==> config.mk <==
export PLATFORM = sky130hd
export DESIGN_NAME = csr_unit
export DESIGN_NICKNAME = d
export VERILOG_FILES = /design/src/rtl/csr_unit_pkg.sv /design/src/rtl/csr_unit_counter.sv /design/src/rtl/csr_unit.sv
export SDC_FILE = /design/constraint.sdc
export NUM_CORES = 1
export LEC_CHECK = 0
export ABC_AREA = 1
export ABC_CLOCK_PERIOD_IN_PS = 4090
export CORE_MARGIN = 10
export CORE_UTILIZATION = 35
export DETAILED_ROUTE_END_ITERATION = 12
export HOLD_SLACK_MARGIN = 0.02
export SETUP_SLACK_MARGIN = 0.5
export SYNTH_ARGS = -nofsm -noshare
export SYNTH_HDL_FRONTEND = slang
export SYNTH_SLANG_ARGS = --single-unit
==> constraint.sdc <==
create_clock -name clk -period 4.09 [get_ports clk]
set_input_delay 0.409 -clock clk [delete_from_list [all_inputs] [get_ports clk]]
set_output_delay 0.409 -clock clk [all_outputs]
set_load 0.03 [all_outputs]
==> src/rtl/csr_unit_pkg.sv <==
// Shared CSR addresses, op encodings, mstatus layout and read/decode helpers.
// Latency: n/a (types and pure functions only).
// Backpressure: n/a.
package csr_unit_pkg;

    // CSR addresses
    localparam logic [11:0] CSR_MSTATUS   = 12'h300;
    localparam logic [11:0] CSR_MIE       = 12'h304;
    localparam logic [11:0] CSR_MTVEC     = 12'h305;
    localparam logic [11:0] CSR_MSCRATCH  = 12'h340;
    localparam logic [11:0] CSR_MEPC      = 12'h341;
    localparam logic [11:0] CSR_MCAUSE    = 12'h342;
    localparam logic [11:0] CSR_MTVAL     = 12'h343;
    localparam logic [11:0] CSR_MIP       = 12'h344;
    localparam logic [11:0] CSR_MCYCLE    = 12'hB00;
    localparam logic [11:0] CSR_MINSTRET  = 12'hB02;
    localparam logic [11:0] CSR_MCYCLEH   = 12'hB80;
    localparam logic [11:0] CSR_MINSTRETH = 12'hB82;
    localparam logic [11:0] CSR_MHARTID   = 12'hF14;

    typedef enum logic [1:0] {
        CSR_OP_RW   = 2'b00,
        CSR_OP_RS   = 2'b01,
        CSR_OP_RC   = 2'b10,
        CSR_OP_RSVD = 2'b11
    } csr_op_e;

    // mstatus layout: MIE/MPIE are the only writable bits, MPP is hardwired to M-mode
    localparam int          MSTATUS_MIE_BIT  = 3;
    localparam int          MSTATUS_MPIE_BIT = 7;
    localparam logic [31:0] MSTATUS_FIXED    = 32'h0000_1800;
    localparam logic [31:0] MSTATUS_WMASK    = 32'h0000_0088;
    localparam logic [31:0] MIE_WMASK        = 32'h0000_0888;

    // Snapshot of every architecturally visible CSR, already in read format
    typedef struct packed {
        logic [31:0] mstatus;
        logic [31:0] mie;
        logic [31:0] mtvec;
        logic [31:0] mscratch;
        logic [31:0] mepc;
        logic [31:0] mcause;
        logic [31:0] mtval;
        logic [31:0] mip;
        logic [31:0] mcycle;
        logic [31:0] mcycleh;
        logic [31:0] minstret;
        logic [31:0] minstreth;
        logic [31:0] mhartid;
    } csr_state_t;

    function automatic logic csr_known(input logic [11:0] a);
        logic r;
        case (a)
            CSR_MSTATUS, CSR_MIE, CSR_MTVEC, CSR_MSCRATCH, CSR_MEPC,
            CSR_MCAUSE, CSR_MTVAL, CSR_MIP, CSR_MCYCLE, CSR_MINSTRET,
            CSR_MCYCLEH, CSR_MINSTRETH, CSR_MHARTID: r = 1'b1;
            default:                                  r = 1'b0;
        endcase
        return r;
    endfunction

    function automatic logic csr_readonly(input logic [11:0] a);
        return (a == CSR_MIP) || (a == CSR_MHARTID);
    endfunction

    function automatic logic [31:0] csr_read(input csr_state_t s, input logic [11:0] a);
        logic [31:0] r;
        case (a)
            CSR_MSTATUS:   r = s.mstatus;
            CSR_MIE:       r = s.mie;
            CSR_MTVEC:     r = s.mtvec;
            CSR_MSCRATCH:  r = s.mscratch;
            CSR_MEPC:      r = s.mepc;
            CSR_MCAUSE:    r = s.mcause;
            CSR_MTVAL:     r = s.mtval;
            CSR_MIP:       r = s.mip;
            CSR_MCYCLE:    r = s.mcycle;
            CSR_MCYCLEH:   r = s.mcycleh;
            CSR_MINSTRET:  r = s.minstret;
            CSR_MINSTRETH: r = s.minstreth;
            CSR_MHARTID:   r = s.mhartid;
            default:       r = 32'h0;
        endcase
        return r;
    endfunction

    function automatic logic [31:0] mstatus_pack(input logic mie, input logic mpie);
        logic [31:0] r;
        r = MSTATUS_FIXED;
        r[MSTATUS_MIE_BIT]  = mie;
        r[MSTATUS_MPIE_BIT] = mpie;
        return r;
    endfunction

endpackage

==> src/rtl/csr_unit_counter.sv <==
// CNT_WIDTH-bit free-running counter with independent 32-bit low/high half writes.
// Latency: write or increment visible 1 cycle later; a write to either half suppresses that cycle's increment.
// Backpressure: none. Ports: i_inc, i_wr_lo, i_wr_hi, i_wdata -> o_cnt.
module csr_counter #(
    parameter int CNT_WIDTH = 64
) (
    input  logic                 clk,
    input  logic                 rst_n,
    input  logic                 i_inc,
    input  logic                 i_wr_lo,
    input  logic                 i_wr_hi,
    input  logic [31:0]          i_wdata,
    output logic [CNT_WIDTH-1:0] o_cnt
);
    localparam int HI_W = CNT_WIDTH - 32;

    logic [CNT_WIDTH-1:0] r_cnt;

    always_ff @(posedge clk or negedge rst_n) begin
        if (!rst_n) begin
            r_cnt <= '0;
        end else if (i_wr_lo || i_wr_hi) begin
            if (i_wr_lo) r_cnt[31:0]           <= i_wdata;
            if (i_wr_hi) r_cnt[CNT_WIDTH-1:32] <= i_wdata[HI_W-1:0];
        end else if (i_inc) begin
            // wraps from all-ones to zero silently
            r_cnt <= r_cnt + {{(CNT_WIDTH-1){1'b0}}, 1'b1};
        end
    end

    assign o_cnt = r_cnt;

endmodule

==> src/rtl/csr_unit.sv <==
// Machine-mode CSR file: RW/RS/RC writes with WARL masking, atomic trap/mret updates, counters, synchronised mip.
// Latency: reads combinational (with same-cycle write bypass); writes/trap/mret commit on the next clk edge; mip lags irq lines by 2 cycles.
// Backpressure: none; every cycle is accepted. Priority trap_valid > mret_valid > csr_we per register.
module csr_unit
    import csr_unit_pkg::*;
#(
    parameter logic [31:0] HART_ID     = 32'h0,
    parameter logic [31:0] MTVEC_RESET = 32'h0,
    parameter bit          VECTORED_EN = 1'b0,
    parameter bit          CNT_EN      = 1'b1,
    parameter int          CNT_WIDTH   = 64
) (
    input  logic        clk,
    input  logic        rst_n,
    input  logic [11:0] csr_raddr,
    output logic [31:0] csr_rdata,
    input  logic        csr_we,
    input  logic [1:0]  csr_op,
    input  logic [11:0] csr_waddr,
    input  logic [31:0] csr_wsrc,
    output logic        csr_illegal,
    input  logic        trap_valid,
    input  logic [31:0] trap_cause,
    input  logic [31:0] trap_pc,
    input  logic [31:0] trap_tval,
    input  logic        mret_valid,
    input  logic        instr_retire,
    input  logic        irq_software,
    input  logic        irq_timer,
    input  logic        irq_external,
    output logic [31:0] csr_mtvec,
    output logic [31:0] csr_mepc,
    output logic [31:0] csr_mstatus,
    output logic        global_interrupt_enable,
    output logic        irq_pending
);
    // Bits of the counter high half that actually exist; zero when counters are absent
    localparam logic [63:0] CNT_MASK = (CNT_WIDTH >= 64) ? {64{1'b1}}
                                     : ((64'd1 << CNT_WIDTH) - 64'd1);
    localparam logic [31:0] HI_MASK  = CNT_EN ? CNT_MASK[63:32] : 32'h0;
    localparam logic [31:0] LO_MASK  = CNT_EN ? 32'hFFFF_FFFF   : 32'h0;

    logic        r_mie_bit;
    logic        r_mpie_bit;
    logic [31:0] r_mie;
    logic [31:0] r_mtvec;
    logic [31:0] r_mscratch;
    logic [31:0] r_mepc;
    logic [31:0] r_mcause;
    logic [31:0] r_mtval;
    logic [2:0]  r_irq_s1;   // {external, timer, software}
    logic [2:0]  r_irq_s2;

    logic [CNT_WIDTH-1:0] w_cyc;
    logic [CNT_WIDTH-1:0] w_ins;
    logic [63:0]          w_cyc64;
    logic [63:0]          w_ins64;
    logic [31:0]          w_mip;
    csr_state_t           w_st;
    csr_op_e              w_op;
    logic [31:0]          w_old;
    logic [31:0]          w_new;
    logic [31:0]          w_new_masked;
    logic                 w_wr_legal;
    logic                 w_wr_en;

    assign w_cyc64 = 64'(w_cyc);
    assign w_ins64 = 64'(w_ins);
    assign w_mip   = {20'h0, r_irq_s2[2], 3'b000, r_irq_s2[1], 3'b000, r_irq_s2[0], 3'b000};

    always_comb begin
        w_st           = '0;
        w_st.mstatus   = mstatus_pack(r_mie_bit, r_mpie_bit);
        w_st.mie       = r_mie;
        w_st.mtvec     = r_mtvec;
        w_st.mscratch  = r_mscratch;
        w_st.mepc      = r_mepc;
        w_st.mcause    = r_mcause;
        w_st.mtval     = r_mtval;
        w_st.mip       = w_mip;
        w_st.mcycle    = w_cyc64[31:0];
        w_st.mcycleh   = w_cyc64[63:32];
        w_st.minstret  = w_ins64[31:0];
        w_st.minstreth = w_ins64[63:32];
        w_st.mhartid   = HART_ID;
    end

    // Write datapath: read-modify-write on the stored value at csr_waddr
    assign w_op       = csr_op_e'(csr_op);
    assign w_old      = csr_read(w_st, csr_waddr);
    assign w_wr_legal = csr_known(csr_waddr) && !csr_readonly(csr_waddr);
    assign w_wr_en    = csr_we && w_wr_legal && (w_op != CSR_OP_RSVD);

    always_comb begin
        w_new = w_old;
        case (w_op)
            CSR_OP_RW: w_new = csr_wsrc;
            CSR_OP_RS: w_new = w_old | csr_wsrc;
            CSR_OP_RC: w_new = w_old & ~csr_wsrc;
            default:   w_new = w_old;
        endcase
    end

    always_comb begin
        w_new_masked = w_new;
        case (csr_waddr)
            CSR_MSTATUS:                w_new_masked = MSTATUS_FIXED | (w_new & MSTATUS_WMASK);
            CSR_MIE:                    w_new_masked = w_new & MIE_WMASK;
            CSR_MTVEC:                  w_new_masked = {w_new[31:2],
                                                        (VECTORED_EN && (w_new[1:0] == 2'b01)) ? 2'b01 : 2'b00};
            CSR_MEPC:                   w_new_masked = {w_new[31:2], 2'b00};
            CSR_MCYCLE, CSR_MINSTRET:   w_new_masked = w_new & LO_MASK;
            CSR_MCYCLEH, CSR_MINSTRETH: w_new_masked = w_new & HI_MASK;
            default:                    w_new_masked = w_new;
        endcase
    end

    // Same-cycle read of the register being written returns the value it will hold
    assign csr_rdata   = (csr_we && w_wr_legal && (csr_raddr == csr_waddr)) ? w_new_masked
                                                                            : csr_read(w_st, csr_raddr);
    assign csr_illegal = csr_we && !w_wr_legal;

    always_ff @(posedge clk or negedge rst_n) begin
        if (!rst_n) begin
            r_mie_bit  <= 1'b0;
            r_mpie_bit <= 1'b0;
            r_mie      <= 32'h0;
            r_mtvec    <= MTVEC_RESET;
            r_mscratch <= 32'h0;
            r_mepc     <= 32'h0;
            r_mcause   <= 32'h0;
            r_mtval    <= 32'h0;
            r_irq_s1   <= 3'b000;
            r_irq_s2   <= 3'b000;
        end else begin
            r_irq_s1 <= {irq_external, irq_timer, irq_software};
            r_irq_s2 <= r_irq_s1;

            // Registers untouched by trap/mret always take software writes
            if (w_wr_en && (csr_waddr == CSR_MIE))      r_mie      <= w_new_masked;
            if (w_wr_en && (csr_waddr == CSR_MTVEC))    r_mtvec    <= w_new_masked;
            if (w_wr_en && (csr_waddr == CSR_MSCRATCH)) r_mscratch <= w_new_masked;

            if (trap_valid) begin
                r_mepc     <= {trap_pc[31:2], 2'b00};
                r_mcause   <= trap_cause;
                r_mtval    <= trap_tval;
                r_mpie_bit <= r_mie_bit;
                r_mie_bit  <= 1'b0;
            end else begin
                if (mret_valid) begin
                    r_mie_bit  <= r_mpie_bit;
                    r_mpie_bit <= 1'b1;
                end else if (w_wr_en && (csr_waddr == CSR_MSTATUS)) begin
                    r_mie_bit  <= w_new_masked[MSTATUS_MIE_BIT];
                    r_mpie_bit <= w_new_masked[MSTATUS_MPIE_BIT];
                end
                if (w_wr_en && (csr_waddr == CSR_MEPC))   r_mepc   <= w_new_masked;
                if (w_wr_en && (csr_waddr == CSR_MCAUSE)) r_mcause <= w_new_masked;
                if (w_wr_en && (csr_waddr == CSR_MTVAL))  r_mtval  <= w_new_masked;
            end
        end
    end

    generate
        if (CNT_EN) begin : g_cnt
            csr_counter #(.CNT_WIDTH(CNT_WIDTH)) u_mcycle (
                .clk     (clk),
                .rst_n   (rst_n),
                .i_inc   (1'b1),
                .i_wr_lo (w_wr_en && (csr_waddr == CSR_MCYCLE)),
                .i_wr_hi (w_wr_en && (csr_waddr == CSR_MCYCLEH)),
                .i_wdata (w_new_masked),
                .o_cnt   (w_cyc)
            );
            csr_counter #(.CNT_WIDTH(CNT_WIDTH)) u_minstret (
                .clk     (clk),
                .rst_n   (rst_n),
                .i_inc   (instr_retire),
                .i_wr_lo (w_wr_en && (csr_waddr == CSR_MINSTRET)),
                .i_wr_hi (w_wr_en && (csr_waddr == CSR_MINSTRETH)),
                .i_wdata (w_new_masked),
                .o_cnt   (w_ins)
            );
        end else begin : g_no_cnt
            assign w_cyc = '0;
            assign w_ins = '0;
        end
    endgenerate

    assign csr_mtvec               = r_mtvec;
    assign csr_mepc                = r_mepc;
    assign csr_mstatus             = w_st.mstatus;
    assign global_interrupt_enable = r_mie_bit;
    assign irq_pending             = r_mie_bit && |(r_mie & w_mip);

endmodule

# Word level (Yosys, flattened, before mapping)
# Cells that the tools add are included.
# classes
n_addsub	2
eq_ne	33
muxes	25
bitwise	4
n_reduce_logical	33
# ops
op	n
$pmux 32 s12	2
$mux 32	11
$eq 12x10->1 const B	16
$mux 64	3
$pmux 32 s3	2
$add 64x1->64 const B	2
$eq 12x12->1 const B	9
$and 32x12->32	1
$and 32x32->32	1
$not 32->32	1
$or 32x32->32	1
$reduce_or 32->1	1
$logic_and 1x1->1	17
$reduce_or 13->1	1
$eq 12x12->1	1
$ne 2x1->1 const B	4
$reduce_bool 2->1	4
$mux 1	7
$reduce_and 2->1	2
$logic_or 1x1->1	3
$reduce_bool 3->1	1
$eq 2x1->1 const B	1
$eq 2x2->1 const B	1
$logic_not 1->1	2
other kinds (3)	3
# word_totals
regBits	328
input_bits	163

# Logic depth before layout (Yosys ltp)
# logic_depth
word_depth	10
ltp_mapped	18
depth_no_buf	17

# By module
# A second synthesis with hierarchy kept.
# unflattened
cells_unflattened	4242
hier_area_um2	25439.4
# by_module_without_submodules
mod	instances	cells_per_inst	area_per_inst_um2
csr_unit	1	2614	15549.9
csr_counter	2	814	4944.7

# Worst setup path before layout
# No wires, ideal clock.
# synth_timing
kind	input-to-output
start	input csr_waddr[3]
end	output csr_rdata[26]
t_arrival_ps	2522
t_required_ps	3681
path_slack_ps	1159
path_stages	15
n_path_buf	2
path_cell_list	nor2_1 nand2_2 inv_2 buf_6 nand2_1 nor2_2 buf_2 nand2_1 nand3_1 nor2_1 nand2_1 nand2_1 a21oi_1 inv_1 o21ai_0
# synth_between
elab_chain_cells	7
word_cells_on_any_way	28
cone_classes	eq/ne: 14; mux: 5; bitwise: 2; reduce/logical: 7
# synth_rtl
item	line_no	rtl
start, declared	csr_unit.sv:19	input logic [11:0] csr_waddr,
parallel branches: the longest is 6 deep, another holds $pmux 32 s12	n/a	
$mux 32 (*)	csr_unit.sv:119	assign csr_rdata = (csr_we && w_wr_legal && (csr_raddr == csr_waddr)) ? w_new_masked
end, declared	csr_unit.sv:16	output logic [31:0] csr_rdata,
# Every way passes the cells marked *.

# Worst setup path after layout
# layout_timing
start	input csr_raddr[1]
end	output csr_rdata[13]
# layout_between
elab_chain_cells	3
word_cells_on_any_way	16
cone_classes	eq/ne: 13; mux: 2; reduce/logical: 1
# layout_rtl
item	line_no	rtl
start, declared	csr_unit.sv:15	input logic [11:0] csr_raddr,
$eq 12x12->1 (tied with other cells)	csr_unit_pkg.sv:69	case (a)
$pmux 32 s12 / $logic_and 1x1->1 (equally long branches)	csr_unit_pkg.sv:69, csr_unit.sv:119	
$mux 32 (*)	csr_unit.sv:119	
# Mark *: on every way between the ends. The rest lies on a longest branch, timed or not.

==> reports/results.ini <==
[run_status]
outcome=finished, final reports clean

[grt]
grt_pass1_wl_um=231000
grt_max_degree=91
grt_pass1_vias=29400
antenna_found_initial=5
grt_overflow_total=0
track_usage=0.394

[logic_synthesis]
synth_area_um2=25100
synth.distinct_cells=47
syn_avg_cell_area_um2=6.09
netlist_top_cells_area=dfrtp_1, nand2_1, nand3_1
synth_edf_count=0
ys_seq_area_frac=0.327
synth_largest_type_area_fraction=0.327
async_flop_share=1.00
yosysTopAreaCell=dfrtp_1
ys_warn_count=0
ys_seq_elements=328
synthFlopType=dfrtp_1
synth_cells=4125

[sta]
fin_crit_sh=0.887
worstMarginPinSlew_ns=1.24
drv_slew=0
max_freq_mhz=276
hold_viol_final=0
setup_viol=0
min_period_ns=3.63
fin_skew_ns=0.0290
grt_setup_unrepaired=yes
tns_ns=0
slew_headroom=0.172

[clock_network]
cts_tree=yes
path_clk_slew_ns=0.07
ctsHtreeMaxLevel=2
cts_buffer_depth=3
cts_inserted_buffers=44
clkSinkCount=328
clockRootBuffer=clkbuf_16
clk-insertion-delay-late_ns=0.64

[routing]
ant_nets=0
highest_layer=met5
met2_length_um=71100
wl_met1_um=68700
firstDrtPassIters=8
wire_per_inst_um=31.4
wl_met3_um=22300
detail_route.vias_per_cell=5.79
drt-initial-drc-count=3908
wirelength_um=172000
vias=31700
drc=0

[flow_run]
drv_cap=0

[die]
start_util=0.352
fp.coreArea_um2=71400
io_pins=294
die_h_um=288
die_area_um2=82900
die_w_um=288
rows=98

[critical_path]
startpoint_type=primary input
worstSetupEndpointType=output port
r2r_slack_ns=0.86
critPathRequiredTime_ns=3.68
critPathMaxFanout=21
arrival_ns=3.22
crit_type=primary input to output port

[finish]
finalNetCount=4650
layout-drive-gt1-share=0.101
syn2layout_area_growth_pct=28.2

[worst_hold_path]
hold_path_class=primary input to flop

[power]
p_total_uw=9000
p_per_area_nw_per_um2=279
vdd_ir_drop_max_uv=396
p_leak_uw=0.0157

[placement]
place_congestion=1.06
hpwl_um=132000
port_buffers=261

worst paths after layout:
check,depth (start not counted),endpoint,from
worst max-delay path,14,csr_rdata[13],csr_raddr[1]
max in group asynchronous,3,csr_mepc[24],rst_n
worst max register to register,17,g_cnt.u_minstret.o_cnt[54],g_cnt.u_minstret.o_cnt[0]
min in group asynchronous,2,r_mscratch[0],rst_n
worst min-delay path,3,r_mtval[6],trap_valid
worst min register to register,0,r_irq_s2[2],r_irq_s1[2]
power by group:
group          internal (µW)  switching [µW]
clock network           2390            1820
logic                    390             765
registers               3370             266
total                   6150            2850
cell usage in the layout, fill, tap and decap left out, drive strengths merged, types with 2 or more instances in the layout:
| cell | n |
|---|---|
| a22o | 2 |
| clkbuf | 69 |
| o22ai | 75 |
| bufinv | 3 |
| clkinv | 9 |
| and3 | 3 |
| a22oi | 11 |
| a21oi | 88 |
| nand4 | 58 |
| nand2 | 1514 |
| nor4 | 10 |
| conb | 30 |
| nand3 | 413 |
| o2111ai | 3 |
| o21ai | 280 |
| xor2 | 86 |
| o211ai | 5 |
| a211oi | 4 |
| buf | 267 |
| xnor2 | 2 |
| nor3b | 2 |
| nor2 | 453 |
| diode | 6 |
| ha | 2 |
| nor3 | 113 |
| clkinvlp | 6 |
| a31oi | 15 |
| a221oi | 2 |
| clkdlybuf4s50 | 223 |
| nand3b | 5 |
| dfrtp | 328 |
| and2 | 3 |
| dlymetal6s2s | 3 |
| inv | 429 |
synth_stat cells, types with 2 or more instances:
cell       instances
ha_1               2
o2111ai_1          3
nand3b_1           5
nor2_4             6
clkinv_1           4
inv_2             23
nand4_2            3
nand2_4            5
a31oi_1           15
o22ai_1           75
conb_1             2
o211ai_1           5
nand2_2           11
nor3b_1            2
dfrtp_1          328
buf_6              6
a21oi_2            3
nor2_1           429
xor2_1            86
o21ai_1           27
buf_4             40
nand2_1         1498
buf_1              7
a22oi_1           11
a21oi_1           85
o21ai_0          252
nor2_2            18
nor4_1            10
a211oi_1           4
a22o_1             2
inv_1            401
and3_1             3
nor3_1           113
buf_2             66
clkbuf_1          95
nand3_1          412
xnor2_1            2
and2_1             3
a221oi_1           2
nand4_4            3
nand4_1           52
timing repair:
item	CTS	global route
setup endpoints to repair	23	31
cloned	1	8
resized for setup	8	62
buffers inserted	1	22
pin swaps	1	6
hold endpoints to repair	84	0
hold buffers	1	0
worst max-delay path: stages:
cell             delay [ns]
clkdlybuf4s50_1        0.48
inv_1                  0.18
nand2_1                0.10
nor2_1                 0.24
buf_4                  0.46
nand2_1                0.10
buf_4                  0.29
o21ai_0                0.21
nor3_1                 0.06
nand2_1                0.16
nand2_1                0.11
o21ai_2                0.11
buf_4                  0.16
buf_12                 0.11
sequential cells by signal, summed over array words and instances (netlist names), 3 cells and up:
register	count
csr_mepc	32
csr_mtvec	32
g_cnt.u_mcycle.o_cnt	64
g_cnt.u_minstret.o_cnt	64
r_irq_s1	3
r_irq_s2	3
r_mcause	32
r_mie	32
r_mscratch	32
r_mtval	32
metrics by stage:
step | hold slack, ns | instance area, µm² | setup slack, ns | util | std cells
final | 0.182 | 32200 | 0.460 | 0.452 | 5477
after global placement | 0.334 | 30100 | 0.312 | 0.422 | 5356
after CTS | 0.176 | 31700 | 0.436 | 0.444 | 5441
after global routing | 0.196 | 32200 | 0.417 | 0.451 | 5471
after floorplan | 0.113 | 25200 | 1.16 | - | 4153
after detailed placement | 0.335 | 30100 | 0.324 | 0.422 | 5356
per-layer routing:
layer,up-vias,GRT usage
met5,-,0.0137
met4,8,0.181
met3,435,0.144
met2,2172,0.577
met1,15200,0.508
li1,13900,-
area by class of cell:
type,instances,area (µm²)
Clock buffer,63,1270
Clock inverter,19,255
Inverter,428,1620
Sequential cell,328,8210
Timing Repair Buffer,501,5160
Multi-Input combinational cell,3182,14500
Antenna cell,6,15.0
Fill cell,7744,39100
Tap cell,950,1190
logic make-up after synthesis:
| logic type | after synthesis | share of synthesized area |
|---|---|---|
| and+or+nand+nor | 2576 | 0.429 |
| buffers and inverters | 643 | 0.107 |
| xor gates and xnor gates | 88 | 0.0307 |
| muxes | 1 | 0.000448 |
| AOI/OAI and AO/OA | 485 | 0.105 |
| DFF | 328 | 0.327 |
| other | 2 | 0.000299 |
| adders and majority gates | 2 | 0.000996 |
No activity file was read; power rests on OpenSTA's default activity.
